### src/rtl/ilog2_pipe_if.sv
// Streaming handshake bundle for ilog2_pipe: operand/tag in, log2 result out.
// out_frac exists only when ILOG2_FRAC_EN is defined.
interface ilog2_pipe_if #(
   parameter int WIDTH     = 32,
   parameter int TAG_W     = 8,
   parameter int FRAC_BITS = 4
);
   localparam int LW = $clog2(WIDTH);

   logic             in_valid;
   logic             in_ready;
   logic [WIDTH-1:0] in_data;
   logic [TAG_W-1:0] in_tag;
   logic             out_valid;
   logic             out_ready;
   logic [LW-1:0]    out_pos;
   logic             out_zero;
`ifdef ILOG2_FRAC_EN
   logic [FRAC_BITS-1:0] out_frac;
`endif
   logic [TAG_W-1:0] out_tag;

   modport master (
      output in_valid, in_data, in_tag, out_ready,
`ifdef ILOG2_FRAC_EN
      input  out_frac,
`endif
      input  in_ready, out_valid, out_pos, out_zero, out_tag
   );

   modport slave (
      input  in_valid, in_data, in_tag, out_ready,
`ifdef ILOG2_FRAC_EN
      output out_frac,
`endif
      output in_ready, out_valid, out_pos, out_zero, out_tag
   );
endinterface

### src/rtl/ilog2_pipe.sv
// Pipelined floor-log2: LW-stage leading-zero normalise chain with global stall.
// Define ILOG2_FRAC_EN to carry the full word and expose out_frac.
module ilog2_pipe #(
   parameter int WIDTH     = 32,
   parameter int TAG_W     = 8,
   parameter int FRAC_BITS = 4
) (
   input  logic          clk,
   input  logic          rst,
   ilog2_pipe_if.slave   io
);
   localparam int LW = $clog2(WIDTH);
   localparam int L  = LW - 1;

   logic             adv;
   logic             out_valid_q;
   logic [LW-1:0]    pos_q;
   logic             zero_q;
   logic [TAG_W-1:0] tag_q;
   logic             z_last;

   assign adv         = ~out_valid_q | io.out_ready;
   assign io.in_ready = adv;

   for (genvar s = 0; s < LW; s++) begin : stg
      localparam int K = LW - 1 - s;
      localparam int H = 1 << K;
`ifdef ILOG2_FRAC_EN
      localparam int IW = WIDTH;
      localparam int OW = WIDTH;
`else
      localparam int IW = 2 * H;
      localparam int OW = H;
`endif
      logic [IW-1:0]    w_in;
      logic [LW-1:0]    c_in;
      logic             v_in;
      logic [TAG_W-1:0] t_in;
      logic             tz;
      logic [OW-1:0]    w_out;
      logic [LW-1:0]    c_out;

      if (s == 0) begin : src
         assign w_in = io.in_data;
         assign c_in = '0;
         assign v_in = io.in_valid & adv;
         assign t_in = io.in_tag;
      end else begin : src
         assign w_in = stg[s-1].r.w_q;
         assign c_in = stg[s-1].r.c_q;
         assign v_in = stg[s-1].r.v_q;
         assign t_in = stg[s-1].r.t_q;
      end

      assign tz = ~|w_in[IW-1 -: H];

`ifdef ILOG2_FRAC_EN
      assign w_out = tz ? {w_in[IW-H-1:0], {H{1'b0}}} : w_in;
`else
      // Only the half that can still hold the leading one moves on.
      assign w_out = tz ? w_in[H-1:0] : w_in[IW-1 -: H];
`endif

      always_comb begin
         c_out    = c_in;
         c_out[K] = tz;
      end

      if (s < LW - 1) begin : r
         logic             v_q;
         logic [TAG_W-1:0] t_q;
         logic [OW-1:0]    w_q;
         logic [LW-1:0]    c_q;

         always_ff @(posedge clk) begin
            if (rst) begin
               v_q <= 1'b0;
               t_q <= '0;
               w_q <= '0;
               c_q <= '0;
            end else if (adv) begin
               v_q <= v_in;
               t_q <= t_in;
               w_q <= w_out;
               c_q <= c_out;
            end
         end
      end
   end

`ifdef ILOG2_FRAC_EN
   logic [FRAC_BITS-1:0] frac_q;
   logic [FRAC_BITS-1:0] frac_last;

   assign z_last      = ~stg[L].w_out[WIDTH-1];
   assign frac_last   = stg[L].w_out[WIDTH-2 -: FRAC_BITS];
   assign io.out_frac = frac_q;

   always_ff @(posedge clk) begin
      if (rst) begin
         frac_q <= '0;
      end else if (adv && stg[L].v_in) begin
         frac_q <= z_last ? '0 : frac_last;
      end
   end
`else
   assign z_last = ~stg[L].w_out[0];
`endif

   // Result fields only move on a valid entry so bubbles leave them at rest.
   always_ff @(posedge clk) begin
      if (rst) begin
         out_valid_q <= 1'b0;
         pos_q       <= '0;
         zero_q      <= 1'b0;
         tag_q       <= '0;
      end else if (adv) begin
         out_valid_q <= stg[L].v_in;
         if (stg[L].v_in) begin
            zero_q <= z_last;
            pos_q  <= z_last ? '0 : ~stg[L].c_out;
            tag_q  <= stg[L].t_in;
         end
      end
   end

   assign io.out_valid = out_valid_q;
   assign io.out_pos   = pos_q;
   assign io.out_zero  = zero_q;
   assign io.out_tag   = tag_q;
endmodule

### src/flat_wrapper.sv
// flat-port wrapper written by rule: the top's interface ports become plain ports
module ilog2_pipe_flat 
#(
   parameter int WIDTH     = 32,
   parameter int TAG_W     = 8,
   parameter int FRAC_BITS = 4
)
  (clk, rst, io_in_valid, io_in_data, io_in_tag, io_out_ready, io_in_ready, io_out_valid, io_out_pos, io_out_zero, io_out_tag);
  ilog2_pipe_if #(.WIDTH(WIDTH), .TAG_W(TAG_W), .FRAC_BITS(FRAC_BITS)) io_i ();
  input  logic clk;
  input  logic rst;
  input wire logic [$bits(io_i.in_valid)-1:0] io_in_valid;
  input wire logic [$bits(io_i.in_data)-1:0] io_in_data;
  input wire logic [$bits(io_i.in_tag)-1:0] io_in_tag;
  input wire logic [$bits(io_i.out_ready)-1:0] io_out_ready;
  output wire logic [$bits(io_i.in_ready)-1:0] io_in_ready;
  output wire logic [$bits(io_i.out_valid)-1:0] io_out_valid;
  output wire logic [$bits(io_i.out_pos)-1:0] io_out_pos;
  output wire logic [$bits(io_i.out_zero)-1:0] io_out_zero;
  output wire logic [$bits(io_i.out_tag)-1:0] io_out_tag;
  assign io_i.in_valid = io_in_valid;
  assign io_i.in_data = io_in_data;
  assign io_i.in_tag = io_in_tag;
  assign io_i.out_ready = io_out_ready;
  assign io_in_ready = io_i.in_ready;
  assign io_out_valid = io_i.out_valid;
  assign io_out_pos = io_i.out_pos;
  assign io_out_zero = io_i.out_zero;
  assign io_out_tag = io_i.out_tag;
  ilog2_pipe #(.WIDTH(WIDTH), .TAG_W(TAG_W), .FRAC_BITS(FRAC_BITS)) u_core (.clk(clk), .rst(rst), .io(io_i));
endmodule
### config.mk
export PLATFORM = sky130hd
export DESIGN_NAME = ilog2_pipe_flat
export DESIGN_NICKNAME = d
export VERILOG_FILES = /design/src/rtl/ilog2_pipe_if.sv /design/src/rtl/ilog2_pipe.sv /design/src/flat_wrapper.sv
export SDC_FILE = /design/constraint.sdc
export NUM_CORES = 1
export LEC_CHECK = 0
export CORE_ASPECT_RATIO = 0.8
export CORE_UTILIZATION = 52
export DETAILED_ROUTE_END_ITERATION = 10
export PLACE_DENSITY = 0.78
export SYNTH_ARGS = -nofsm -noshare
export SYNTH_HDL_FRONTEND = slang
export SYNTH_SLANG_ARGS = --single-unit
### constraint.sdc
create_clock -name clk -period 1.7 [get_ports clk]
set_input_delay 0.34 -clock clk [delete_from_list [all_inputs] [get_ports clk]]
set_output_delay 0.34 -clock clk [all_outputs]
set_load 0.005 [all_outputs]
## Word level (Yosys, flattened, before mapping)

Index checks and enable logic that the tools add are counted.

- Latch bits: 0
- Input port bits: 44
- Logic and storage cells: 41
- Memories: 0
- Output and inout bits: 16
- Register bits after elaboration: 91
- ROM bits: 0
- Memory bits (writable): 0

- Reduce and logical (&&, ||, !) cells: 10
- Equal/unequal tests: 0
- Shifts and indexed selects: 0
- Order comparisons: 0
- Multipliers: 0
- Multiplexer cells: 6
- Add/sub/neg operators: 0
- Bitwise logic cells: 5
- Divide/modulo/power cells: 0

Operators with widths:

| operator | number |
|---|---|
| 16-bit 2-to-1 mux | 1 |
| 16-bit OR reduction | 1 |
| 8-bit 2-to-1 mux | 1 |
| 8-bit OR reduction | 1 |
| 1-bit logical NOT | 5 |
| 5-bit 2-to-1 mux | 1 |
| 5-bit inverter | 1 |
| 4-bit 2-to-1 mux | 1 |
| 4-bit OR reduction | 1 |
| 2-bit 2-to-1 mux | 1 |
| 1-bit inverter | 2 |
| 2-bit AND reduction | 1 |
| 2-bit OR reduction | 1 |
| 1-bit AND | 1 |
| 1-bit 2-to-1 mux | 1 |
| 1-bit bitwise OR | 1 |

## Logic depth before layout (Yosys ltp)

Gate-level depths: netlist of the first run.

- Depth in word-level cells: 3
- Mapped depth: 7
- Gate-level depth less buffers: 4

## Worst setup path before layout of the first run

No wires, ideal clock.

- Kind: reg2out
- From: register u_core.out_valid_q, in the netlist u_core.io.out_valid
- To: output port io_in_ready
- Arrival time: 0.975 ns
- Required time: 1.360 ns
- Stages on the path, launching flop included: 6
- Buffers on the path: 3
- Slack: 0.385 ns
- Cell sequence: dfxtp_1 nor2b_1 buf_2 inv_2 buf_4 buf_4

- Longest elaborated chain between the ends: 2

RTL lines:

| what | RTL line | RTL |
|---|---|---|
| from (decl) | ilog2_pipe.sv:16 | `logic out_valid_q;` |
| from (signal assigned) | ilog2_pipe.sv:118 | `out_valid_q <= stg[L].v_in;` |
| 1-bit inverter | ilog2_pipe.sv:22 | `assign adv = ~out_valid_q \| io.out_ready;` |
| 1-bit bitwise OR | ilog2_pipe.sv:22 |  |
| to (decl) | flat_wrapper.sv:16 | `output wire logic [$bits(io_i.in_ready)-1:0] io_in_ready;` |

No other way between the ends.

## Worst setup path in the final report of the first run

- From: register u_core.tag_q[1], in the netlist u_core.io.out_tag[1]
- To: output port io_out_tag[1]

RTL lines:

| what | RTL line | RTL |
|---|---|---|
| from (decl) | ilog2_pipe.sv:19 | `logic [TAG_W-1:0] tag_q;` |
| from (signal assigned) | ilog2_pipe.sv:122 | `tag_q <= stg[L].t_in;` |
| to (decl) | flat_wrapper.sv:20 | `output wire logic [$bits(io_i.out_tag)-1:0] io_out_tag;` |

No word-level cell between the ends.

==> results of run 1 <==
[flip-flops by register name, indices dropped and copies added (netlist names)]
name and flops:
u_core.io.out_pos 5, u_core.io.out_tag 8, u_core.io.out_valid 1, u_core.io.out_zero 1, u_core.stg.r.c_q 10, u_core.stg.r.t_q 32, u_core.stg.r.v_q 4, u_core.stg.r.w_q 30
[synth_stat cells, drive strengths merged]
cell type	instances	share of area [%]
or3	1	0.18
o32ai	16	4.0
nor2	16	1.7
a21oi	60	8.5
inv	18	1.9
a311oi	8	2.0
dfxtp	91	52
nor3	17	2.4
nor2b	3	0.53
mux2i	16	4.5
nand3b	1	0.21
buf	17	3.0
a211oi	4	0.85
nand2	88	9.4
nor4	6	2.4
or4	4	0.85
o21ai	15	2.1
clkbuf	15	1.6
nand3	13	2.1
[area by class of cell]
| cell class | count | area, µm² |
|---|---|---|
| sequential | 91 | 1822 |
| inverter | 18 | 67.56 |
| multi-input combinational | 268 | 1483 |
| clock buffer | 11 | 141.4 |
| timing repair buffer | 84 | 862.1 |
| fill | 524 | 1956 |
| tap | 84 | 105.1 |
| clock inverter | 5 | 37.54 |
[layout by cell type, fill, tap and decap left out, types with 3 or more instances in the layout]
master	count
dfxtp_1	91
nand2_1	88
a21oi_1	60
clkdlybuf4s50_1	56
buf_4	18
inv_1	17
nor3_1	17
nor2_1	16
mux2i_1	16
o32ai_1	16
o21ai_0	15
nand3_1	11
clkbuf_8	10
a311oi_1	8
buf_12	7
or4_1	4
a211oi_1	4
nor4_2	3
[layer usage]
metal	vias up	global-route usage (%)	wire length, µm
met2	50	34.47	3276
met4	0	7.521	48
met5	-	0	0
li1	1547	-	-
met1	1339	29.34	3656
met3	7	5.788	236
[repair_timing]
item                       CTS  global route
setup endpoints to repair    1             1
buffers inserted             1             0
pin swaps                    0             0
cloned                       0             0
gates resized for setup      1             1
[cells by family (layout without fill, tap and decap cells)]
family	Yosys count	in the layout	share of synthesized area [%]
buffers and inverters	50	118	6.527
AO/OA/AOI/OAI	103	103	17.45
AND/OR/NAND/NOR	149	149	19.83
multiplexers	16	16	4.541
flip-flops	91	91	51.65
[power groups by stage]
stage | clock network [mW] | registers, mW | logic [mW]
floorplan | 0 | 2.30 | 0.164
CTS | 1.34 | 2.26 | 0.327
global route | 1.43 | 2.27 | 0.358
finish | 1.30 | 2.26 | 0.326
global placement | 0 | 2.31 | 0.319
detailed placement | 0 | 2.31 | 0.327
[path summary, 6_finish.rpt]
kind	to	slack [ns]	cells past startpoint
max	io_out_tag[1]	0.15	1
min	u_core.stg[2].r.t_q[2]	0.45	2
max reg2reg	u_core.stg[3].r.c_q[1]	0.27	6
min reg2reg	u_core.stg[2].r.t_q[2]	0.45	2
[metrics by stage]
stage	std cells	hold WS, ns	setup WS [ns]	setup TNS [ns]
5_1_grt	561	0.4724	0.07031	0
4_1_cts	561	0.4533	0.001878	0
3_5_place_dp	544	0.4431	-0.1065	-3.299
6_report	561	0.4528	0.1462	0
3_3_place_gp	544	0.4372	-0.09615	-1.958
2_1_floorplan	409	0.4268	0.3850	0
==> flow_metrics.tcl, run 1 <==
set metrics [dict create \
    grt_pass1_wl_um 12030 \
    place_hpwl_um 4930 \
    syn-cell-area_um2 3527 \
    fin_area_um2 4518 \
    fin_total_pwr_mw 3.888 \
    fin_crit_ns 1.554 \
    hp-class "reg2reg" \
    clkPwrFrac_pct 33.4 \
    clk_pin_slew_worst_paths_ns 0.08 \
    gp_congestion 0.7967 \
    ios 60 \
    ant_nets 0 \
    io_buffers 59 \
    grt_start_max_net_pins 92 \
    synth_nets 453 \
    area_growth_pct 28.09 \
    critical-path-slowest-cell "clkdlybuf4s50_1" \
    num_rows 26 \
    fp.coreArea_um2 6474 \
    ctsRootBufferMaster "clkbuf_8" \
    p_int_mw 2.970 \
    power_switching_mw 0.9173 \
    required_ns 1.36 \
    swShare_pct 23.59 \
    avgSynthCellArea_um2 8.624 \
    rsz0062_at_grt "false" \
    fin_util_pct 69.79 \
    finalHoldViolCount 0 \
    num_vias 2943 \
    crit_type "reg2out" \
    yosysSeqAreaShare_pct 51.65 \
    status "finished clean" \
    r2r_start "u_core.io.out_valid" \
    start_util_pct 54.48 \
    finalSetupViolCount 0 \
    power_leakage_nw 1.771 \
    drc_errors 0 \
    min_period_over_period_pct 91.40 \
    cts_buffer_depth 2 \
    grt_pass1_vias 2645 \
    cp-end-kind "output port" \
    fp.dieH_um 75.67 \
    critical_path.top_delay_family "buffers and inverters" \
    place_area_um2 4330 \
    viasPerCell 5.246 \
    clock.fmax_mhz 643.6 \
    htree_levels 3 \
    timing.slew.headroom_pct 66.47 \
    cts_buffers 9 \
    crit_path_start "u_core.io.out_tag[1]" \
    drt_pass1_iterations 5 \
    synth-seq-cells 91 \
    cts_tree "yes" \
    drive_gt1_share_pct 10.48 \
    pwr-share-comb_pct 8.4 \
    syn_inst 409 \
    slowest_delay_ns 0.51 \
    worstHoldStart "u_core.stg[2].r.t_q[2]" \
    clk_latency_ns 0.35 \
    nets 516 \
    die_x_um 94.08 \
    cp.arrival_ns 1.21 \
    crit_buf_inv 1 \
    drv_cap 0 \
    yosysUniqueCellTypes 25 \
    wl_um 7217 \
    cts.sinks 91 \
    seq_power_share_pct 58.2 \
    peakVddDrop_v 0.0006322 \
    overflow 0 \
    powerDensity_nw_per_um2 860.5 \
    slew_viol_final 0 \
    cts_hold_buf 0 \
    antenna_found_initial 0 \
    synth-warning-count 0 \
    num_antenna_cells 0 \
    path_cells "clkdlybuf4s50_1" \
    path_max_fanout 2 \
    wl_per_cell_um 12.86 \
    critPathLaunchType "flip-flop" \
    drt_iter0_markers 116 \
    grt_use_total_pct 21.84 \
    die-area_um2 7119 \
    skew_ns 0.004690 \
    worstMarginPinSlew_ns 0.4992 \
]
Power figures use the tool's default switching activity.
==> run 2, diff against run 1 <==
--- a/config.mk
+++ b/config.mk
@@ -9,6 +9,7 @@
 export CORE_UTILIZATION = 52
 export DETAILED_ROUTE_END_ITERATION = 10
 export PLACE_DENSITY = 0.78
+export RECOVER_POWER = 100
 export SYNTH_ARGS = -nofsm -noshare
 export SYNTH_HDL_FRONTEND = slang
 export SYNTH_SLANG_ARGS = --single-unit
==> flow_metrics.tcl, run 2 (synthesized netlist as in run 1, its figures left out) <==
set metrics [dict create \
    cts.sinks 91 \
    fin_area_um2 4481 \
    required_ns 1.36 \
    crit_buf_inv 1 \
    largestRegisters "u_core.stg.r.t_q x32, u_core.stg.r.w_q x30, u_core.stg.r.c_q x10" \
    cp-end-kind "output port" \
    drt-met1-wl_um 3659 \
    die-area_um2 7119 \
    met3_length_um 271 \
    reg2reg_depth 5 \
    antenna_found_initial 0 \
    critical-path-slowest-cell "dlygate4sd3_1" \
    worstMarginPinSlew_ns 0.5094 \
    path_max_fanout 2 \
    peakVddDrop_v 0.0006331 \
    grt_pass1_wl_um 12030 \
    num_rows 26 \
    place_area_um2 4330 \
    fin_crit_ns 1.605 \
    top_layer_used "met4" \
    path_cells "dlygate4sd3_1" \
    regMostFlops "u_core.stg.r.t_q" \
    overflow 0 \
    critical_path.top_delay_family "buffers and inverters" \
    largest_reg_flops 32 \
    reg2reg_setup_slack_ns 0.20 \
    wl_um 7214 \
    skew_ns 0.005814 \
    place_hpwl_um 4930 \
    fp.dieH_um 75.67 \
    clk_latency_ns 0.36 \
    cts_hold_buf 0 \
    gp_congestion 0.7967 \
    min_period_over_period_pct 94.41 \
    wl_per_cell_um 12.86 \
    drt_pass1_iterations 4 \
    wl_met2_um 3192 \
    clock.fmax_mhz 623.1 \
    worstHoldStart "u_core.stg[2].r.t_q[2]" \
    place_inst 544 \
    io_buffers 59 \
    final_cell_mix "91 x dfxtp_1, 88 x nand2_1, 60 x a21oi_1, 44 x clkdlybuf4s50_1, 18 x inv_1" \
    ios 60 \
    finalSetupViolCount 0 \
    rsz0062_at_grt "false" \
    whs_path_depth 2 \
    powerDensity_nw_per_um2 869.4 \
    finalHoldViolCount 0 \
    htree_levels 3 \
    ant_nets 0 \
    die_x_um 94.08 \
    nets 516 \
    start_util_pct 54.48 \
    critPathLaunchType "flip-flop" \
    cts_tree "yes" \
    drv_cap 0 \
    grt_pass1_vias 2645 \
    crit_type "reg2out" \
    mostFrequentLayoutCell "dfxtp_1" \
    area_growth_pct 27.03 \
    power_leakage_nw 1.795 \
    cts_buffer_depth 2 \
    cts_buffers 9 \
    fin_cells 561 \
    viasPerCell 5.257 \
    drt_iter0_markers 124 \
    drive_gt1_share_pct 9.644 \
    num_vias 2949 \
    timing.slew.headroom_pct 65.78 \
    grt_start_max_net_pins 92 \
    hp-class "reg2reg" \
    clk_pin_slew_worst_paths_ns 0.09 \
    cp.arrival_ns 1.26 \
    drc_errors 0 \
    num_antenna_cells 0 \
    fp.coreArea_um2 6474 \
    hold-path-endpoint "u_core.stg[2].r.t_q[2]" \
    grt_use_total_pct 21.84 \
    slew_viol_final 0 \
    r2r_start "u_core.io.out_valid" \
    worst_r2r_endpoint "u_core.stg[1].r.w_q[6]" \
    ctsRootBufferMaster "clkbuf_8" \
    slowest_delay_ns 0.57 \
    status "finished clean" \
]
## run 2: cell types whose count changed in the layout (fill, tap and decap cells not counted), sizes merged
cell and delta:
dlymetal6s2s -1, clkdlybuf4s25 +1, dlygate4sd3 +12, clkdlybuf4s50 -12, clkbuf +4, buf -4
## run 2: worst max path at each step
stage	startpoint	end	slack (ns)	cells after the start
6_report	u_core.io.out_tag[2]	io_out_tag[2]	0.1	1
5_1_grt	u_core.io.out_tag[7]	io_out_tag[7]	0.04	1
3_3_place_gp	io_out_ready	io_in_ready	-0.1	4
2_1_floorplan	u_core.io.out_valid	io_in_ready	0.39	5
4_1_cts	u_core.io.out_valid	io_in_ready	0.002	3
3_5_place_dp	io_out_ready	io_in_ready	-0.11	4
## run 2: power by group
| part | switching (mW) | total [mW] | internal (mW) | leakage [nW] |
|---|---|---|---|---|
| combinational | 0.141 | 0.323 | 0.183 | 0.964 |
| sequential | 0.0532 | 2.26 | 2.21 | 0.746 |
| clock | 0.733 | 1.31 | 0.576 | 0.0859 |
## run 2: through the flow
stage               TNS [ns]  power (mW)  utilization [%]  setup WS (ns)  hold slack, ns
global placement      -1.958       2.628            66.89       -0.09615          0.4372
finish                     0       3.895            69.21        0.09509          0.4536
detailed placement    -3.299       2.638            66.89        -0.1065          0.4431
global route               0       4.062            69.21        0.03598          0.4724
CTS                        0       3.927            69.75       0.001878          0.4533
floorplan                  0       2.461                -         0.3850          0.4268
## run 2: metal layers
layer  GRT usage (%)  vias up
met5               0        -
met4           7.521        0
met3           5.788       11
met2           34.47       66
met1           29.34     1330
li1                -     1542
## run 2: layout make-up
type,instances,area (µm²)
clock inverters,5,37.54
inverters,18,67.56
flip-flops and latches,91,1822
multi-input cells,268,1475
well taps,84,105.1
fillers,532,1993
repair buffers,84,832.0
clock buffers,11,141.4
## run 2: timing repair
item | 4_1_cts | 5_1_grt
resized for setup | 1 | 1
buffers inserted | 1 | 0
setup endpoints to repair | 1 | 1
